==> config.mk <==
export PLATFORM = sky130hd
export DESIGN_NAME = point_add_scheduler
export DESIGN_NICKNAME = d
export VERILOG_FILES = /design/src/rtl/point_add_scheduler.sv
export SDC_FILE = /design/constraint.sdc
export NUM_CORES = 1
export LEC_CHECK = 0
export BUFFER_PORTS_ARGS = -buffer_cell sky130_fd_sc_hd__clkbuf_2
export CAP_MARGIN = 0
export CORE_AREA = 2 2 156 158
export DETAILED_ROUTE_END_ITERATION = 10
export DIE_AREA = 0 0 158 160
export PLACE_DENSITY = 0.61
export SLEW_MARGIN = 20
export SYNTH_ARGS = -nofsm -noshare
export SYNTH_HDL_FRONTEND = slang
export SYNTH_SLANG_ARGS = --single-unit
==> constraint.sdc <==
create_clock -name clk -period 2.7 [get_ports clk]
set_input_delay 0 -clock clk [delete_from_list [all_inputs] [get_ports clk]]
set_output_delay 0 -clock clk [all_outputs]
set_load 0.005 [all_outputs]
==> src/rtl/point_add_scheduler.sv <==
// point_add_scheduler: shares one point_add datapath between N_REQ requesters.
// Round-robin grant, operand latch, adder Reset/Done sequencing, watchdog abort,
// and a one-hot valid/ready response channel back to the winner.
module point_add_scheduler #(
  parameter int  N_REQ   = 4,
  parameter int  RST_CYC = 2,
  parameter int  TIMEOUT = 4096,
  parameter int  IDW     = $clog2(N_REQ),
  parameter type curve_point_t = logic [31:0]
) (
  input  logic                 clk,
  input  logic                 Reset,
  input  logic [N_REQ-1:0]     req_valid,
  output logic [N_REQ-1:0]     req_ready,
  input  curve_point_t         req_P [N_REQ],
  input  curve_point_t         req_Q [N_REQ],
  output logic [N_REQ-1:0]     rsp_valid,
  input  logic [N_REQ-1:0]     rsp_ready,
  output curve_point_t         rsp_R,
  output logic                 rsp_err,
  output logic                 busy,
  output logic [IDW-1:0]       grant_id,
  output logic                 pa_Reset,
  output curve_point_t         pa_P,
  output curve_point_t         pa_Q,
  input  logic                 pa_Done,
  input  curve_point_t         pa_R
);

  localparam int CNT_MAX = (TIMEOUT > RST_CYC) ? TIMEOUT : RST_CYC;
  localparam int CNT_W   = $clog2(CNT_MAX + 1);

  typedef enum logic [1:0] {
    S_IDLE,
    S_LOAD,
    S_RUN,
    S_RESP
  } state_e;

  state_e             state_q, state_d;
  logic [CNT_W-1:0]   cnt_q, cnt_d;
  logic [IDW-1:0]     rr_ptr_q, rr_ptr_d;
  logic [IDW-1:0]     grant_id_q, grant_id_d;
  curve_point_t       pa_p_q, pa_p_d;
  curve_point_t       pa_q_q, pa_q_d;
  curve_point_t       rsp_r_q, rsp_r_d;
  logic               rsp_err_q, rsp_err_d;

  logic [2*N_REQ-1:0] req_rot;
  logic [IDW-1:0]     win_off;
  logic [IDW:0]       win_sum;
  logic [IDW-1:0]     win_idx;
  logic               win_found;

  // Round-robin search: rotate a doubled request vector by rr_ptr so the first
  // set bit gives the offset from rr_ptr; the offset is then wrapped modulo N_REQ.
  always_comb begin
    req_rot   = {req_valid, req_valid} >> rr_ptr_q;
    win_found = 1'b0;
    win_off   = '0;
    for (int unsigned i = 0; i < N_REQ; i++) begin
      if (!win_found && req_rot[i]) begin
        win_found = 1'b1;
        win_off   = IDW'(i);
      end
    end
    win_sum = {1'b0, rr_ptr_q} + {1'b0, win_off};
    if (win_sum >= (IDW+1)'(N_REQ)) begin
      win_sum = win_sum - (IDW+1)'(N_REQ);
    end
    win_idx = win_sum[IDW-1:0];
  end

  // Handshake-facing outputs decoded from the state register.
  always_comb begin
    req_ready = '0;
    rsp_valid = '0;
    if (state_q == S_IDLE && win_found && Reset) begin
      req_ready[win_idx] = 1'b1;
    end
    if (state_q == S_RESP) begin
      rsp_valid[grant_id_q] = 1'b1;
    end
    pa_Reset = (state_q == S_IDLE) || (state_q == S_LOAD);
    busy     = (state_q != S_IDLE);
  end

  // Next-state and datapath updates for the IDLE/LOAD/RUN/RESP sequence.
  always_comb begin
    state_d    = state_q;
    cnt_d      = cnt_q;
    rr_ptr_d   = rr_ptr_q;
    grant_id_d = grant_id_q;
    pa_p_d     = pa_p_q;
    pa_q_d     = pa_q_q;
    rsp_r_d    = rsp_r_q;
    rsp_err_d  = rsp_err_q;
    unique case (state_q)
      S_IDLE: begin
        if (win_found) begin
          pa_p_d     = req_P[win_idx];
          pa_q_d     = req_Q[win_idx];
          grant_id_d = win_idx;
          cnt_d      = '0;
          state_d    = S_LOAD;
        end
      end
      S_LOAD: begin
        if (cnt_q == CNT_W'(RST_CYC - 1)) begin
          cnt_d   = '0;
          state_d = S_RUN;
        end else begin
          cnt_d = cnt_q + 1'b1;
        end
      end
      S_RUN: begin
        cnt_d = cnt_q + 1'b1;
        // Done is tested first so it wins over a coincident timeout.
        if (pa_Done) begin
          rsp_r_d   = pa_R;
          rsp_err_d = 1'b0;
          state_d   = S_RESP;
        end else if (cnt_q == CNT_W'(TIMEOUT - 1)) begin
          rsp_r_d   = '0;
          rsp_err_d = 1'b1;
          state_d   = S_RESP;
        end
      end
      S_RESP: begin
        if (rsp_ready[grant_id_q]) begin
          rr_ptr_d = (grant_id_q == IDW'(N_REQ - 1)) ? '0 : grant_id_q + 1'b1;
          state_d  = S_IDLE;
        end
      end
      default: state_d = S_IDLE;
    endcase
  end

  // State and datapath registers; asynchronous active-low reset.
  always_ff @(posedge clk or negedge Reset) begin
    if (!Reset) begin
      state_q    <= S_IDLE;
      cnt_q      <= '0;
      rr_ptr_q   <= '0;
      grant_id_q <= '0;
      pa_p_q     <= '0;
      pa_q_q     <= '0;
      rsp_r_q    <= '0;
      rsp_err_q  <= 1'b0;
    end else begin
      state_q    <= state_d;
      cnt_q      <= cnt_d;
      rr_ptr_q   <= rr_ptr_d;
      grant_id_q <= grant_id_d;
      pa_p_q     <= pa_p_d;
      pa_q_q     <= pa_q_d;
      rsp_r_q    <= rsp_r_d;
      rsp_err_q  <= rsp_err_d;
    end
  end

  assign grant_id = grant_id_q;
  assign pa_P     = pa_p_q;
  assign pa_Q     = pa_q_q;
  assign rsp_R    = rsp_r_q;
  assign rsp_err  = rsp_err_q;

endmodule

==> key figures, run 1 <==
Drt
  • Final WL: 32100 um
  • Antenna Nets Post-Route: 0
  • 1st-iter DRT viols: 644
  • Pre-antenna DRT Iters: 5
  • Vias: 8854
  • Routed WL per cell: 18.5 um
  • Via/cell ratio: 5.10
  • Residual DRC: 0

Timing
  • Final worst slack: 74.2 ps
  • RSZ-0062 raised after global routing: yes
  • Final hold viol count: 2
  • Worst rel slew slack: 52.1%
  • WHS: -2.54 ps
  • Peak Freq: 381 MHz
  • Final setup violation count: 0
  • Final worst clock skew: 12.4 ps
  • Fin crit share: 97.3%
  • Tmin final: 2630 ps
  • Max-slew violation total from the final report: 0
  • Slew @ Worst Pin: 716 ps

Floorplan
  • Die Area: 25300 um2
  • Rows: 57
  • Starting Density: 29.9%
  • CORE AREA: 23800 um2
  • Num ports: 408
  • Die width: 158 um
  • Die Y: 160 um

Logic synthesis
  • Cells after Synth: 753
  • Synth warnings: 0
  • Synth Flop Type: dfrtp_1
  • Area leader, netlist: dfrtp_1
  • Largest family of logic cells by synthesized area: compound AO/OA/AOI/OAI gates
  • Mux cell area share after synthesis: 18.6%
  • Count leader, synth: mux2i_1
  • Synth Area in XOR/XNOR: 0.123%
  • Distinct cells, synth: 45
  • Sequential share of the synthesized area: 40.8%
  • Syn nets: 1064
  • Syn Area/Cell: 9.46 um2
  • Seq cells post-synth: 116
  • Compound-Gate Fraction of Synth Area: 20.6%
  • Top cells by count, synth: 128 x mux2i_1, 116 x dfrtp_1, 83 x nand2_1
  • Area contributors post-synth: dfrtp_1 41%, mux2i_1 18%, o311ai_1 6.3%
  • Synth top area share: 40.8%
  • Async set-reset flop share out of synthesis: 100%
  • Cell Area, Synth: 7120 um2
  • Number of synthesized flops with an enable pin: 0
  • Simple-gate share of the synthesized area: 12.7%
  • Post-synthesis adder-cell area fraction: 2.11%

GRT
  • Initial antenna violation count: 3
  • Pin count of the biggest net entering global routing: 71
  • Grt total ovfl: 0
  • First-pass GRT wire length: 48500 um
  • Vias in the first global route: 9160
  • GRT Resource Usage Total: 24.7%

Finish
  • Final net count: 1706
  • Fillers: 2132
  • Share of cells above drive strength 1: 34.9%
  • Reg area: 2900 um2
  • Layout area overhead: 80.0%
  • Final non-filler cell total: 1735
  • Multi-input gate area: 3930 um2

CTS
  • CTS H-tree lvls: 4
  • Num CTS Buffers: 17
  • Worst-path clk slew: 60 ps
  • Clock tree root driver cell: clkbuf_16
  • Clk buf depth: 2
  • Clock Sinks: 116
  • CTS tree: yes
  • Clk_lat worst skew: 420 ps

Worst setup path
  • CP most frequent cell: a21oi_1
  • CP Cell Sequence: o21ai_0 -> a21oi_1 -> a21oi_1 -> a21oi_2 -> ha_4 -> xnor2_2 -> buf_4 -> a31oi_4 -> or2_4 -> buf_12 -> nor3_4 -> buf_2
  • CP max stage cell: dfrtp_1
  • CP Launch Type: register
  • WP data arrival: 2630 ps
  • Worst path max stage delay: 420 ps
  • Critical path type: register to output pin
  • CP Capture Type: output pin
  • Worst EP required: 2700 ps
  • CP Max Fanout: 24

Power and ir drop
  • Leakage: 6.45 nW
  • Worst IR drop on VDD: 618 uV
  • PwrDens: 1090 nW/um2

Placement
  • Final weighted congestion in routability-driven placement: 0.841
  • Port bufs: 407
  • Pre-CTS setup slack: 201 ps
  • Placed insts: 1447
  • Post-DP HPWL: 19800 um

Run status
  • Status: finished with violations
  • Failing checks: negative hold slack

Min path
  • Min-delay worst type: input pin to register

Job
  • Max-cap violations: 0
==> state kept, by name, indices dropped and copies added, names as in the netlist <==
register and count:
rsp_err 1, grant_id 2, cnt_q 13, rsp_R 32, pa_P 32, state_q 2, pa_Q 32, rr_ptr_q 2
==> per-layer routing <==
layer | track usage [%] | wire, um
met1 | 27.8 | 12300
met2 | 41.2 | 15300
met3 | 6.73 | 2580
met4 | 15.2 | 1920
met5 | 0 | 0
==> report_power, final <==
group / internal [mW] / leakage (nW) / switching [mW]
combinational: 4.01 / 4.71 / 4.62
clock: 1.31 / 0.286 / 0.986
sequential: 2.53 / 1.46 / 0.509
total: 7.85 / 6.45 / 6.12
==> final cells by class <==
cell class / instances / share of cell area (%)
inverters: 11 / 0.322
flip-flops and latches: 116 / 22.7
clock buffers: 17 / 3.32
clock inverters: 15 / 1.26
repair buffers: 691 / 38.6
well taps: 324 / 3.16
diodes: 3 / 0.0586
multi-input cells: 558 / 30.7
==> kinds of logic after synthesis <==
family | count (synthesis)
and+or+nand+nor | 207
xor gates and xnor gates | 1
AOI/OAI and AO/OA | 207
buffers and inverters | 79
DFF | 116
adders and majority gates | 12
muxes | 131
==> critical path, delay by kind of cell (launching register included) <==
family / cells / cell delay [ps]
AO/OA/AOI/OAI: 5 / 550
flip-flops: 1 / 420
XOR/XNOR: 1 / 140
AND/OR/NAND/NOR: 2 / 440
adder cells (fa/ha/maj): 1 / 180
buffers and inverters: 3 / 440
==> path summary, 6_finish.rpt <==
kind,slack (ps),to,depth (start not counted),start
min in group asynchronous,40,pa_P[30],2,Reset
max,70,req_ready[2],12,rr_ptr_q[1]
max in group asynchronous,1930,pa_P[15],3,Reset
max reg2reg,90,pa_Q[27],12,rr_ptr_q[1]
min,-3,pa_Q[8],3,req_Q[8]
min reg2reg,480,pa_P[28],2,pa_P[28]
==> layout by cell type (no fill, tap or decap), types with 17 or more instances in the layout <==
cell type      instances
a22o_1                38
buf_4                 26
clkbuf_16             17
clkbuf_2             405
dfrtp_1              116
dlygate4sd3_1        248
mux2i_1              128
nand2_1               83
nor2_1                81
o21ai_0               74
o311ai_1              57
==> repair_timing <==
item / CTS / global route
hold buffers: 248 / 0
cloned: 1 / 0
endpoints found under the hold margin: 212 / 0
pin swaps: 2 / 4
resized for setup: 5 / 12
buffers inserted: 1 / 3
setup endpoints to repair: 4 / 16
==> through the flow <==
step	power [mW]	TNS [ps]	cell area, um2	utilization, %
2_1_floorplan	8.00	0	7120	-
3_3_place_gp	10.8	0	9630	40.4
3_5_place_dp	10.9	0	9630	40.4
4_1_cts	13.8	0	12800	53.6
5_1_grt	14.9	-209	12800	53.8
6_report	14.0	0	12800	53.8
Note: power is estimated with default switching activity, not from simulation.
==> run 2: changes to the inputs <==
REMOVE_ABC_BUFFERS = 1   (was not set)
==> run 2 against run 1 <==
  * The flow now finishes without violations
  * Critical endpoint is now pa_Q[17]
  * Routed wire length fell by 2.4%
  * Largest cell class unchanged
  * Sequential share of layout area rose by 0.21 points
  * Via count fell by 2.6%
==> key figures, run 2 (synthesis gave the netlist of run 1 again) <==
CTS
  • CTS H-tree lvls: 4 (unchanged)
  • Clk_lat worst skew: 410 ps (about the same)
  • CTS tree: yes
  • Clk buf depth: 2 (unchanged)
  • Worst-path clk slew: 70 ps (about the same)
  • Num CTS Buffers: 17 (unchanged)
  • Clock Sinks: 116 (unchanged)
  • Clock tree root driver cell: clkbuf_16

Drt
  • Residual DRC: 0 (unchanged)
  • Routed WL per cell: 18.3 um (-0.79%)
  • Final WL: 31300 um (-2.4%)
  • Pre-antenna DRT Iters: 7 (+2)
  • 1st-iter DRT viols: 466 (-28%)
  • Antenna Nets Post-Route: 0 (unchanged)
  • Via/cell ratio: 5.05 (-0.99%)
  • Vias: 8625 (-2.6%)

Timing
  • Max-slew violation total from the final report: 0 (unchanged)
  • Worst rel slew slack: 55.8% (+3.8 points)
  • Peak Freq: 388 MHz (+1.8%)
  • Final worst clock skew: 12.6 ps (+0.177 ps)
  • Slew @ Worst Pin: 663 ps (-52.9 ps)
  • Tmin final: 2580 ps (-46.3 ps)
  • Final worst slack: 121 ps (+46.3 ps)
  • Final hold viol count: 0 (-2)
  • Final setup violation count: 0 (unchanged)
  • Fin crit share: 95.5% (-1.7 points)

Floorplan
  • Num ports: 408 (unchanged)
  • CORE AREA: 23800 um2 (unchanged)
  • Rows: 57 (unchanged)
  • Die width: 158 um (unchanged)
  • Starting Density: 29.9% (unchanged)
  • Die Area: 25300 um2 (unchanged)
  • Die Y: 160 um (unchanged)

Worst setup path
  • Worst reg2reg path depth: 12 (unchanged)
  • Critical R2R Launch: rr_ptr_q[1]
  • R2r endpoint: pa_Q[17]
  • R2R Setup Slk: 120 ps (+30 ps)
  • Critical path type: register to register
  • CP Cell Sequence: nand2_1 -> a21oi_1 -> nor2_1 -> a211oi_2 -> a21oi_2 -> ha_4 -> xnor2_4 -> and4_4 -> or2_4 -> buf_4 -> bufbuf_16 -> o311ai_1
  • CP Max Fanout: 25 (+4.2%)
  • Crit path launch: rr_ptr_q[1]
  • CP Capture Type: register
  • CP Launch Type: register
  • WP data arrival: 2890 ps (+260 ps)
  • Worst EP required: 3010 ps (+310 ps)
  • Worst path max stage delay: 410 ps (about the same)
  • CP max stage cell: dfrtp_1

Power and ir drop
  • Leakage: 6.41 nW (-0.58%)
  • Overall power: 14.6 mW (+4.8%)
  • PwrDens: 1150 nW/um2 (+5.8%)
  • Worst IR drop on VDD: 676 uV (+9.3%)

Min path
  • Hold depth: 5 (+2)
  • Hold Crit Start: req_Q[123]
  • Min-delay worst type: input pin to register
  • WHS Endpoint: pa_Q[27]

GRT
  • Pin count of the biggest net entering global routing: 79 (+11%)
  • Initial antenna violation count: 1 (-2)
  • Grt total ovfl: 0 (unchanged)
  • First-pass GRT wire length: 46500 um (-4.1%)
  • GRT Resource Usage Total: 23.6% (-1.0 points)
  • Vias in the first global route: 8955 (-2.2%)

Run status
  • Status: finished clean

Finish
  • Post-layout utilization of the core: 53.3% (-0.49 points)
  • Most common cell after layout, fill and taps aside: clkbuf_2
  • Final net count: 1680 (-1.5%)
  • Share of cells above drive strength 1: 36.5% (+1.5 points)
  • Final non-filler cell total: 1707 (-1.6%)
  • Commonest non-fill, non-tap cells in the layout: 405 x clkbuf_2, 211 x dlygate4sd3_1, 128 x mux2i_1, 116 x dfrtp_1, 83 x nand2_1
  • Layout area overhead: 78.3%
  • Fillers: 2149 (+0.80%)

Placement
  • Pre-CTS setup slack: 166 ps (-35.1 ps)
  • Final weighted congestion in routability-driven placement: 0.812 (-3.4%)
  • Placed insts: 1447 (unchanged)
  • Port bufs: 407 (unchanged)
  • Post-DP HPWL: 18600 um (-5.7%)

Job
  • Max-cap violations: 0 (unchanged)
[run 2: cell count changes in the layout (fill, tap and decap cells not counted), sizes merged]
cell | previous run | this run
dlygate4sd3 | 248 | 211
inv | 21 | 14
buf | 37 | 43
clkbuf | 422 | 427
clkinv | 2 | 5
bufbuf | 1 | 3
bufinv | 1 | 3
diode | 3 | 1
[run 2: worst max path at each step]
stage                               to  depth (start not counted)
after floorplan                pa_P[3]                         10
after global routing          pa_Q[24]                         11
final                         pa_Q[17]                         12
after CTS                 req_ready[0]                         12
after detailed placement      pa_Q[28]                         11
after global placement        pa_Q[13]                         11
[run 2: critical path, delay by kind of cell, from the launching register on]
kind | cells | cell delay, ps
buf+inv | 2 | 460
flops | 1 | 410
xor+xnor | 1 | 130
fa+ha+maj | 1 | 200
simple gates | 4 | 570
compound gates | 4 | 710
[run 2: area by class of cell]
type	count	area [um2]	share of cell area [%]
Sequential cell	116	2900	22.9
Multi-Input combinational cell	558	3950	31.1
Tap cell	324	405	3.19
Clock inverter	13	174	1.37
Antenna cell	1	2.50	0.0197
Inverter	11	41.3	0.325
Clock buffer	19	443	3.49
Timing Repair Buffer	665	4780	37.6
[run 2: repair_timing]
| item | in CTS | in global routing |
|---|---|---|
| pin swaps | 1 | 3 |
| hold endpoints to repair | 133 | 0 |
| cloned | 3 | 3 |
| hold buffers | 211 | 0 |
| resized for setup | 4 | 9 |
| setup buffers | 3 | 7 |
| endpoints found under the setup margin | 4 | 34 |
[run 2: metrics by stage]
| step | TNS (ps) | cell area, um2 | hold slack, ps |
|---|---|---|---|
| 6_report | 0 | 12700 | 5.50 |
| 5_1_grt | -235 | 12700 | 8.92 |
| 4_1_cts | 0 | 12500 | 0.848 |
| 3_5_place_dp | 0 | 9660 | 67.1 |
| 3_3_place_gp | 0 | 9660 | 58.8 |
| 2_1_floorplan | -228990 | 6800 | -296 |
[run 2: where the power goes]
group	total [mW]	switching (mW)	internal [mW]
sequential	3.03	0.499	2.53
combinational	9.24	4.74	4.49
clock	2.38	0.887	1.49
[run 2: layer usage]
layer | global-route usage, % | up-vias | routed length, um
li1 | - | 4033 | -
met1 | 26.6 | 4086 | 12200
met2 | 42.1 | 417 | 15800
met3 | 5.89 | 89 | 2140
met4 | 9.99 | 0 | 1110
met5 | 0 | - | 0
==> run 3: changes to the inputs <==
BUFFER_PORTS_ARGS = not set   (was -buffer_cell sky130_fd_sc_hd__clkbuf_2)
DONT_BUFFER_PORTS = 1   (was not set)
PLACE_DENSITY = 0.45   (was 0.61)
SETUP_SLACK_MARGIN = 0.02   (was not set)
==> run 3 against run 2 <==
  * The flow now stops in 4_1_cts
  * Synthesized cell count stayed put
  * Area after synthesis stayed put
==> key figures, run 3 <==
Run status
  • Status: aborted with a tool error
  • Last stage: 4_1_cts
  • Error msg: [ERROR RSZ-0060] Max buffer count reached.

Logic synthesis
  • Cells after Synth: 753 (unchanged)
  • Cell Area, Synth: 7120 um2 (unchanged)
  • Synth warnings: 0 (unchanged)
  • Area leader, netlist: dfrtp_1
  • Seq cells post-synth: 116 (unchanged)
  • Sequential share of the synthesized area: 40.8% (unchanged)
  • Post-synthesis adder-cell area fraction: 2.11% (unchanged)
  • Number of synthesized flops with an enable pin: 0 (unchanged)
  • Synth Flop Type: dfrtp_1
  • Distinct cells, synth: 45 (unchanged)
  • Async set-reset flop share out of synthesis: 100% (unchanged)
  • Largest family of logic cells by synthesized area: compound AO/OA/AOI/OAI gates
  • Area contributors post-synth: dfrtp_1 41%, mux2i_1 18%, o311ai_1 6.3%
  • Mux cell area share after synthesis: 18.6% (unchanged)
  • Synth Area in XOR/XNOR: 0.123% (unchanged)
  • Top cells by count, synth: 128 x mux2i_1, 116 x dfrtp_1, 83 x nand2_1
  • Count leader, synth: mux2i_1
  • Simple-gate share of the synthesized area: 12.7% (unchanged)
  • Syn Area/Cell: 9.46 um2 (unchanged)
  • Compound-Gate Fraction of Synth Area: 20.6% (unchanged)
  • Synth top area share: 40.8% (unchanged)

Floorplan
  • Starting Density: 29.9% (unchanged)
  • Rows: 57 (unchanged)
  • Die Y: 160 um (unchanged)
  • Num ports: 408 (unchanged)
  • Die width: 158 um (unchanged)

CTS
  • Num CTS Buffers: 17 (unchanged)
  • CTS H-tree lvls: 4 (unchanged)
  • Clock tree root driver cell: clkbuf_16
  • Post-CTS Setup Inserts: 3 (unchanged)
  • Clock Sinks: 116 (unchanged)
  • Clk buf depth: 2 (unchanged)
  • CTS Hold Buffers Added: 215 (+1.9%)
  • Post_cts resized: 1 (-3)

Placement
  • Pre-CTS setup slack: 98.0 ps (-68.3 ps)
  • Port bufs: 0 (-100%)
  • Post-DP HPWL: 16800 um (-10%)
  • Placed insts: 1035 (-28%)
  • Final weighted congestion in routability-driven placement: 0.813 (about the same)
run 3: metrics by stage:
step	area (um2)	hold slack [ps]	setup TNS, ps
floorplan	6800	-296	-228990
global placement	7550	-292	0
detailed placement	7550	-292	0
run 3: cells by family after synthesis:
kind of cell               Yosys count
DFF                                116
xor gates and xnor gates             1
and+or+nand+nor                    207
adders and majority gates           12
AOI/OAI and AO/OA                  207
muxes                              131
buffers and inverters               79
==> run 4: changes to the inputs <==
CORE_AREA = 2 2 158 160   (was 2 2 156 158)
DIE_AREA = 0 0 160 162   (was 0 0 158 160)
PLACE_DENSITY = not set   (was 0.45)
PLACE_DENSITY_LB_ADDON = 0.15   (was not set)
SETUP_SLACK_MARGIN = not set   (was 0.02)
clock period = 3.5 ns   (was 2.7 ns; I/O delays follow)
==> run 4 against run 3 <==
  * The run again fails in 4_1_cts
  * Synthesized cell count is the same
  * Area after synthesis is the same
==> key figures, run 4 <==
Run status
  • Status: aborted with a tool error
  • Last stage: 4_1_cts
  • Error msg: [ERROR RSZ-0060] Max buffer count reached.

Logic synthesis
  • Synth Flop Type: dfrtp_1
  • Number of synthesized flops with an enable pin: 0 (unchanged)
  • Area contributors post-synth: dfrtp_1 41%, mux2i_1 18%, o311ai_1 6.3%
  • Cell Area, Synth: 7120 um2 (unchanged)
  • Synth top area share: 40.8% (unchanged)
  • Cells after Synth: 753 (unchanged)
  • Area leader, netlist: dfrtp_1
  • Count leader, synth: mux2i_1
  • Top cells by count, synth: 128 x mux2i_1, 116 x dfrtp_1, 83 x nand2_1
  • Sequential share of the synthesized area: 40.8% (unchanged)
  • Async set-reset flop share out of synthesis: 100% (unchanged)
  • Distinct cells, synth: 45 (unchanged)
  • Seq cells post-synth: 116 (unchanged)
  • Syn Area/Cell: 9.46 um2 (unchanged)
  • Synth warnings: 0 (unchanged)

CTS
  • Clock tree root driver cell: clkbuf_16
  • Num CTS Buffers: 17 (unchanged)
  • Clock Sinks: 116 (unchanged)
  • Clk buf depth: 2 (unchanged)
  • Post_cts resized: 0 (-1)
  • CTS Hold Buffers Added: 212 (-1.4%)
  • Post-CTS Setup Inserts: 0 (-3)
  • CTS H-tree lvls: 4 (unchanged)

Placement
  • Port bufs: 0 (unchanged)
  • Post-DP HPWL: 16500 um (-1.6%)
  • Final weighted congestion in routability-driven placement: 0.754 (-7.3%)
  • Placed Area: 7400 um2 (-2.0%)

Floorplan
  • Num ports: 408 (unchanged)
  • Starting Density: 29.5% (-0.35 points)
  • Die width: 160 um (+1.3%)
  • Die Y: 162 um (+1.3%)
  • Rows: 57 (unchanged)
## run 4: cell counts after synthesis
No cell type changed its count.
## run 4: cell families after synthesis
group                      after synthesis  synth area share [%]
muxes                                  131                  18.6
buffers and inverters                   79                  5.08
xor gates and xnor gates                 1                 0.123
DFF                                    116                  40.8
AOI/OAI and AO/OA                      207                  20.6
adders and majority gates               12                  2.11
and+or+nand+nor                        207                  12.7
## run 4: metrics by stage
| stage | hold slack (ps) | setup TNS [ps] | worst slack, ps | cells |
|---|---|---|---|---|
| floorplan | -296 | -172990 | -2560 | 685 |
| global placement | -292 | 0 | 687 | 1023 |
| detailed placement | -292 | 0 | 561 | 1023 |
